--- src/rtl/mem_align_pkg.sv ---
// Shared types and helpers for the load/store aligner.
//   size_e        : access size encoding (byte/half/word/dword)
//   align_entry_t : per-load tracking entry {off,size,sext}; the offset field
//                   is sized for the widest supported data path (8 lanes)
//   size_bytes    : number of bytes covered by an access size
//   is_misaligned : offset/size legality check
package mem_align_pkg;

    localparam int MAX_OFF_W = 3;

    typedef enum logic [1:0] {
        SZ_BYTE  = 2'd0,
        SZ_HALF  = 2'd1,
        SZ_WORD  = 2'd2,
        SZ_DWORD = 2'd3
    } size_e;

    typedef struct packed {
        logic [MAX_OFF_W-1:0] off;
        size_e                size;
        logic                 sext;
    } align_entry_t;

    localparam int ENTRY_W = $bits(align_entry_t);

    function automatic logic [3:0] size_bytes(input size_e size);
        logic [3:0] n;
        case (size)
            SZ_BYTE:  n = 4'd1;
            SZ_HALF:  n = 4'd2;
            SZ_WORD:  n = 4'd4;
            SZ_DWORD: n = 4'd8;
            default:  n = 4'd8;
        endcase
        return n;
    endfunction

    // dword_ok is low on a 32-bit data path, where any dword access is illegal.
    function automatic logic is_misaligned(input logic [MAX_OFF_W-1:0] off,
                                           input size_e               size,
                                           input logic                dword_ok);
        logic bad;
        case (size)
            SZ_BYTE:  bad = 1'b0;
            SZ_HALF:  bad = off[0];
            SZ_WORD:  bad = |off[1:0];
            SZ_DWORD: bad = ~dword_ok | (|off[2:0]);
            default:  bad = 1'b1;
        endcase
        return bad;
    endfunction

endpackage

--- src/rtl/align_fifo.sv ---
// Show-ahead FIFO holding alignment entries of outstanding loads.
//   i_clk, i_rst_n : clock, asynchronous active-low reset
//   i_push, i_data : write an entry (caller never pushes while full)
//   i_pop          : drop the head entry (caller never pops while empty)
//   o_data         : head entry, valid whenever o_empty is low
//   o_full/o_empty : occupancy flags from the wrap-bit pointer compare
module align_fifo #(
    parameter int DEPTH = 4,
    parameter int W     = 6
) (
    input  logic         i_clk,
    input  logic         i_rst_n,
    input  logic         i_push,
    input  logic [W-1:0] i_data,
    input  logic         i_pop,
    output logic [W-1:0] o_data,
    output logic         o_full,
    output logic         o_empty
);

    localparam int AW    = $clog2(DEPTH);
    localparam int PTR_W = AW + 1;

    logic [PTR_W-1:0] r_wptr;
    logic [PTR_W-1:0] r_rptr;
    logic [W-1:0]     r_mem [DEPTH];

    // Pointer update: the extra MSB distinguishes full from empty.
    always_ff @(posedge i_clk or negedge i_rst_n) begin
        if (!i_rst_n) begin
            r_wptr <= '0;
            r_rptr <= '0;
        end else begin
            if (i_push) begin
                r_wptr <= r_wptr + PTR_W'(1);
            end
            if (i_pop) begin
                r_rptr <= r_rptr + PTR_W'(1);
            end
        end
    end

    // Entry storage, written at the tail.
    always_ff @(posedge i_clk or negedge i_rst_n) begin
        if (!i_rst_n) begin
            for (int i = 0; i < DEPTH; i++) begin
                r_mem[i] <= '0;
            end
        end else if (i_push) begin
            r_mem[r_wptr[AW-1:0]] <= i_data;
        end
    end

    assign o_data  = r_mem[r_rptr[AW-1:0]];
    assign o_empty = (r_wptr == r_rptr);
    assign o_full  = (r_wptr[AW] != r_rptr[AW]) && (r_wptr[AW-1:0] == r_rptr[AW-1:0]);

endmodule

--- src/rtl/mem_align.sv ---
// Load/store aligner between the memory stage and the data cache port.
//   clk, rst          : clock, asynchronous active-low reset
//   req_*             : sized, byte-addressed request (valid/ready)
//   mem_*             : cache request with lane mask and lane-shifted data
//   rsp_valid/rsp_data: in-order raw read responses
//   out_valid/out_data: aligned, zero/sign-extended load result (registered)
//   err_misalign      : pulse, a misaligned request was consumed and dropped
//   err_orphan        : pulse, a response arrived with no load outstanding
//   busy              : at least one load outstanding
module mem_align
    import mem_align_pkg::*;
#(
    parameter int DATA_W = 32,
    parameter int DEPTH  = 4
) (
    input  logic                          clk,
    input  logic                          rst,
    input  logic                          req_valid,
    output logic                          req_ready,
    input  logic                          req_we,
    input  logic [$clog2(DATA_W/8)-1:0]   req_off,
    input  logic [1:0]                    req_size,
    input  logic                          req_sext,
    input  logic [DATA_W-1:0]             req_data,
    output logic                          mem_valid,
    input  logic                          mem_ready,
    output logic                          mem_we,
    output logic [DATA_W/8-1:0]           mem_mask,
    output logic [DATA_W-1:0]             mem_wdata,
    input  logic                          rsp_valid,
    input  logic [DATA_W-1:0]             rsp_data,
    output logic                          out_valid,
    output logic [DATA_W-1:0]             out_data,
    output logic                          err_misalign,
    output logic                          err_orphan,
    output logic                          busy
);

    localparam int   LANES    = DATA_W / 8;
    localparam int   OFF_W    = $clog2(LANES);
    localparam logic DWORD_OK = (DATA_W == 64) ? 1'b1 : 1'b0;

    function automatic logic [DATA_W-1:0] lanes_to_bits(input logic [LANES-1:0] lanes);
        logic [DATA_W-1:0] bits;
        bits = '0;
        for (int i = 0; i < LANES; i++) begin
            bits[8*i +: 8] = {8{lanes[i]}};
        end
        return bits;
    endfunction

    size_e                w_size;
    logic [MAX_OFF_W-1:0] w_off_ext;
    logic [3:0]           w_req_bytes;
    logic [LANES-1:0]     w_req_lanes;
    logic [DATA_W-1:0]    w_store_shift;
    logic                 w_misalign;
    logic                 w_full;
    logic                 w_empty;
    logic                 w_push;
    logic                 w_pop;
    align_entry_t         w_push_entry;
    align_entry_t         w_head;
    logic [ENTRY_W-1:0]   w_push_bits;
    logic [ENTRY_W-1:0]   w_head_bits;
    logic [3:0]           w_rsp_bytes;
    logic [LANES-1:0]     w_rsp_lanes;
    logic [DATA_W-1:0]    w_rsp_field;
    logic [DATA_W-1:0]    w_rsp_keep;
    logic                 w_sign;
    logic [DATA_W-1:0]    w_load_result;

    logic                 r_out_valid;
    logic [DATA_W-1:0]    r_out_data;
    logic                 r_err_misalign;
    logic                 r_err_orphan;

    // Request decode: legality, lane mask and lane-shifted store data.
    always_comb begin
        w_size    = size_e'(req_size);
        w_off_ext = '0;
        w_off_ext[OFF_W-1:0] = req_off;
        w_misalign  = is_misaligned(w_off_ext, w_size, DWORD_OK);
        w_req_bytes = size_bytes(w_size);
        w_req_lanes = '0;
        for (int i = 0; i < LANES; i++) begin
            w_req_lanes[i] = (4'(i) < w_req_bytes);
        end
        w_store_shift = (req_data & lanes_to_bits(w_req_lanes)) << {req_off, 3'b000};
    end

    // Cache handshake: loads also need a free tracking slot; a pop in the same
    // cycle deliberately does not open one.
    always_comb begin
        mem_valid = req_valid & ~w_misalign & (req_we | ~w_full);
        req_ready = w_misalign | (mem_ready & (req_we | ~w_full));
        mem_we    = req_valid & req_we & ~w_misalign;
        if (w_misalign) begin
            mem_mask  = '0;
            mem_wdata = '0;
        end else if (req_we) begin
            mem_mask  = w_req_lanes << req_off;
            mem_wdata = w_store_shift;
        end else begin
            mem_mask  = w_req_lanes << req_off;
            mem_wdata = '0;
        end
    end

    // Tracking FIFO control and entry packing.
    always_comb begin
        w_push = req_valid & ~req_we & ~w_misalign & mem_ready & ~w_full;
        w_pop  = rsp_valid & ~w_empty;
        w_push_entry.off  = w_off_ext;
        w_push_entry.size = w_size;
        w_push_entry.sext = req_sext;
        w_push_bits = w_push_entry;
        w_head      = align_entry_t'(w_head_bits);
    end

    align_fifo #(
        .DEPTH (DEPTH),
        .W     (ENTRY_W)
    ) u_fifo (
        .i_clk   (clk),
        .i_rst_n (rst),
        .i_push  (w_push),
        .i_data  (w_push_bits),
        .i_pop   (w_pop),
        .o_data  (w_head_bits),
        .o_full  (w_full),
        .o_empty (w_empty)
    );

    // Response extraction: shift the addressed lanes down, keep the access
    // width, then fill the upper bits with zero or the field's sign bit.
    always_comb begin
        w_rsp_field = rsp_data >> {w_head.off, 3'b000};
        w_rsp_bytes = size_bytes(w_head.size);
        w_rsp_lanes = '0;
        for (int i = 0; i < LANES; i++) begin
            w_rsp_lanes[i] = (4'(i) < w_rsp_bytes);
        end
        w_rsp_keep = lanes_to_bits(w_rsp_lanes);
        case (w_head.size)
            SZ_BYTE:  w_sign = w_rsp_field[7];
            SZ_HALF:  w_sign = w_rsp_field[15];
            SZ_WORD:  w_sign = w_rsp_field[31];
            default:  w_sign = w_rsp_field[DATA_W-1];
        endcase
        if (w_head.sext & w_sign) begin
            w_load_result = (w_rsp_field & w_rsp_keep) | ~w_rsp_keep;
        end else begin
            w_load_result = w_rsp_field & w_rsp_keep;
        end
    end

    // Registered result and error pulses.
    always_ff @(posedge clk or negedge rst) begin
        if (!rst) begin
            r_out_valid    <= 1'b0;
            r_out_data     <= '0;
            r_err_misalign <= 1'b0;
            r_err_orphan   <= 1'b0;
        end else begin
            r_out_valid    <= w_pop;
            r_err_misalign <= req_valid & w_misalign;
            r_err_orphan   <= rsp_valid & w_empty;
            if (w_pop) begin
                r_out_data <= w_load_result;
            end else begin
                r_out_data <= r_out_data;
            end
        end
    end

    assign out_valid    = r_out_valid;
    assign out_data     = r_out_data;
    assign err_misalign = r_err_misalign;
    assign err_orphan   = r_err_orphan;
    assign busy         = ~w_empty;

endmodule

--- config.mk ---
export PLATFORM = sky130hd
export DESIGN_NAME = mem_align
export DESIGN_NICKNAME = d
export VERILOG_FILES = /design/src/rtl/mem_align_pkg.sv /design/src/rtl/align_fifo.sv /design/src/rtl/mem_align.sv
export SDC_FILE = /design/constraint.sdc
export NUM_CORES = 1
export LEC_CHECK = 0
export ABC_AREA = 1
export BUFFER_PORTS_ARGS = -buffer_cell sky130_fd_sc_hd__buf_2
export CAP_MARGIN = 15
export CORE_MARGIN = 2
export CORE_UTILIZATION = 46
export DETAILED_ROUTE_END_ITERATION = 16
export GPL_ROUTABILITY_DRIVEN = 1
export HOLD_SLACK_MARGIN = 0.02
export PLACE_DENSITY = 0.85
export SLEW_MARGIN = 0
export SYNTH_ARGS = -nofsm -noshare
export SYNTH_HDL_FRONTEND = slang
export SYNTH_HIERARCHICAL = 1
export SYNTH_SLANG_ARGS = --single-unit
--- constraint.sdc ---
create_clock -name clk -period 2.3 [get_ports clk]
set_input_delay 0.69 -clock clk [delete_from_list [all_inputs] [get_ports clk]]
set_output_delay 0.69 -clock clk [all_outputs]
set_load 0.02 [all_outputs]
==> impl_metrics.py <==
metrics = {
    "detailed_routing": {
        "post_drt_wl_per_cell_um": 18.3,
        "routed_wl_mm": 16.4,
        "drt_iter0_drc": 456,
        "ant_nets": 0,
        "avgViaCountPerCell": 5.80,
        "drc": 0,
        "first_pass_iters": 5,
        "dr_total_vias": 5187,
    },
    "placement": {
        "pre_cts_ws_ns": -0.460,
        "dp_cells": 864,
        "io_buffers": 149,
        "globalplace.congestion": 0.944,
        "dp_hpwl_mm": 9.95,
        "postPlaceCellArea_sq_um": 5710,
    },
    "floorplan": {
        "core_sq_um": 9200,
        "start_util_pct": 47.0,
        "dieWidth_um": 101,
        "rows": 35,
        "dieArea_sq_um": 10200,
        "die_h_um": 101,
        "io_pins": 150,
    },
    "setup_path": {
        "crit_type": "in2out",
        "worstSetupEndpoint": "mem_wdata[11]",
        "worstPathMaxFanout": 8,
        "worstPathRequired_ns": 1.61,
        "r2r-start": "u_fifo/r_rptr[0]",
        "cp-end-kind": "output port",
        "crit_path_start_kind": "input port",
        "arrival_ns": 1.97,
        "r2r_end": "out_data[18]",
        "r2r_slack_ns": 0.07,
        "ff2ff_path_depth": 10,
        "crit_path_start": "req_size[0]",
    },
    "power_and_ir_drop": {
        "p_total_mw": 7.98,
        "ir_worst_vdd_mv": 0.654,
        "leakage_nw": 3.29,
        "pwr_density_cell_nw_per_um2": 1200,
    },
    "sta": {
        "finalWorstPathRequiredPeriod_ns": 2.66,
        "setup_violations": 37,
        "rsz0062_at_grt": "true",
        "tns_ns": -10.05,
        "hold_slack_ns": 0.323,
        "min_period_over_period_pct": 116,
        "worstMarginPinSlew_ns": 0.600,
        "hold_viol": 0,
        "max_freq_ghz": 0.376,
        "relSlewSlack_pct": 59.8,
        "maxSlewViolCount": 0,
        "timing.final.ws_setup_ns": -0.360,
        "fin_skew_ns": 0.0100,
    },
    "clock_tree": {
        "htreeDepth": 3,
        "numCtsBuffers": 9,
        "path_clk_slew_ns": 0.07,
        "cts_sinks": 65,
        "root_buffer": "clkbuf_8",
        "ctsLongestPathBuffers": 2,
        "worstSkewPairLatency_ns": 0.34,
        "cts_tree": "yes",
    },
    "synth": {
        "seq_area_frac_synth_pct": 37.6,
        "synth_area_sq_um": 4320,
        "syn_inst": 588,
        "synth.distinct_cells": 33,
        "synth_seq_cells": 65,
        "postSynthAreaPerCell_sq_um": 7.35,
        "syn-num-nets": 668,
        "synth_warnings": 6,
    },
    "global_route": {
        "overflow": 0,
        "grt_max_degree": 39,
        "antenna_found_initial": 1,
        "grt_usage_pct": 29.6,
        "grt_pass1_wl_mm": 23.7,
        "first_global_vias": 4975,
    },
    "cells_and_area": {
        "fin_cells": 895,
        "fillers": 630,
        "nets": 860,
        "multi_input_area_sq_um": 2770,
        "fin_util_pct": 72.5,
        "seqCellArea_sq_um": 1630,
        "drive_gt1_share_pct": 44.2,
        "area_delta_synth_final_pct": 54.3,
        "fin_area_sq_um": 6670,
    },
    "worst_hold_path": {
        "hold_path.class": "in2async",
    },
    "job": {
        "drv_cap": 0,
    },
    "outcome": {
        "status": "finished with violations",
        "violations": "negative setup slack",
    },
}
-- cells by family after synthesis --
family	share of synthesized area (%)
buf+inv	10.4
flops	37.6
other cells	0.0868
compound gates	23.9
fa+ha+maj	1.45
simple gates	25.3
xor+xnor	1.22
-- sequential cells by signal (all words and copies together) (netlist names) --
signal / flops
out_data: 32
u_fifo/r_mem: 24
u_fifo/r_rptr: 3
u_fifo/r_wptr: 3
err_misalign: 1
err_orphan: 1
out_valid: 1
-- metal layers --
metal  track usage [%]  vias to the layer above  share of wire [%]
met5                 0                        -                  0
met4              11.9                        0                3.7
met3              7.98                       66                 10
met2              52.0                      345                 50
met1              34.3                     2445                 36
li1                  -                     2331                  -
-- what timing repair did --
action                                  in CTS  in global routing
cloned                                       2                  2
pin swaps                                    7                  5
endpoints found under the setup margin      40                 64
resized for setup                          113                 46
buffers inserted                            10                  3
hold buffers                                 0                  0
-- how the worst min path moves through the flow --
stage / start / to / slack, ns / depth (start not counted)
3_5_place_dp: u_fifo/r_mem[6] / u_fifo/r_mem[6] / 0.47 / 2
5_1_grt: rst / err_misalign / 0.36 / 1
3_3_place_gp: u_fifo/r_mem[5] / u_fifo/r_mem[5] / 0.46 / 2
2_1_floorplan: rst / err_misalign / 0.39 / 0
6_report: rst / err_misalign / 0.32 / 1
4_1_cts: rst / err_misalign / 0.33 / 1
-- synthesized netlist by cell type, drive strengths merged --
cell type,instances,area share (%)
clkbuf,14,1.2
a31oi,2,0.29
nor2,82,7.3
o211a,1,0.23
a21oi,69,8.0
conb,1,0.087
a211oi,1,0.29
dfrtp,65,38
a311oi,6,2.1
o211ai,12,2.1
nand2,154,14
xor2,3,0.61
nand3,18,2.2
a32o,7,1.6
xnor2,3,0.61
inv,58,5.1
o21ai,46,7.5
buf,22,4.1
ha,5,1.4
nor3,9,1.3
nand4,1,0.14
a221oi,9,1.8
-- layout make-up --
cell class | instances | area share (%)
Clock buffer | 12 | 2.48
Inverter | 58 | 3.85
Tap cell | 111 | 2.08
Clock inverter | 2 | 0.563
Multi-Input combinational cell | 430 | 41.5
Timing Repair Buffer | 215 | 24.8
Timing Repair inverter | 1 | 0.169
Sequential cell | 65 | 24.5
Antenna cell | 1 | 0.0375
-- critical path, cell delays in order --
cell     delay, ns
buf_8         0.11
buf_6         0.11
o21ai_4       0.16
inv_2         0.09
nor2_4        0.16
buf_12        0.14
nand2_8       0.06
buf_12        0.16
a21oi_4       0.13
buf_6         0.14
-- layout by cell type (no fill, tap or decap), types with 8 or more instances in the layout --
cell,count
nor2_2,8
a21oi_1,62
nand2_1,134
nand3_1,15
buf_2,107
buf_6,40
nor2_1,62
inv_1,49
o211ai_1,12
o21ai_2,25
clkbuf_8,12
dfrtp_1,62
nand2_2,14
nor2_4,12
buf_4,56
o21ai_0,19
-- power by group --
group          internal, mW  switching, mW
Clock                 0.577          0.422
Sequential             1.68          0.331
Combinational          1.80           3.16
Total                  4.06           3.92
Power figures use the tool's default switching activity.
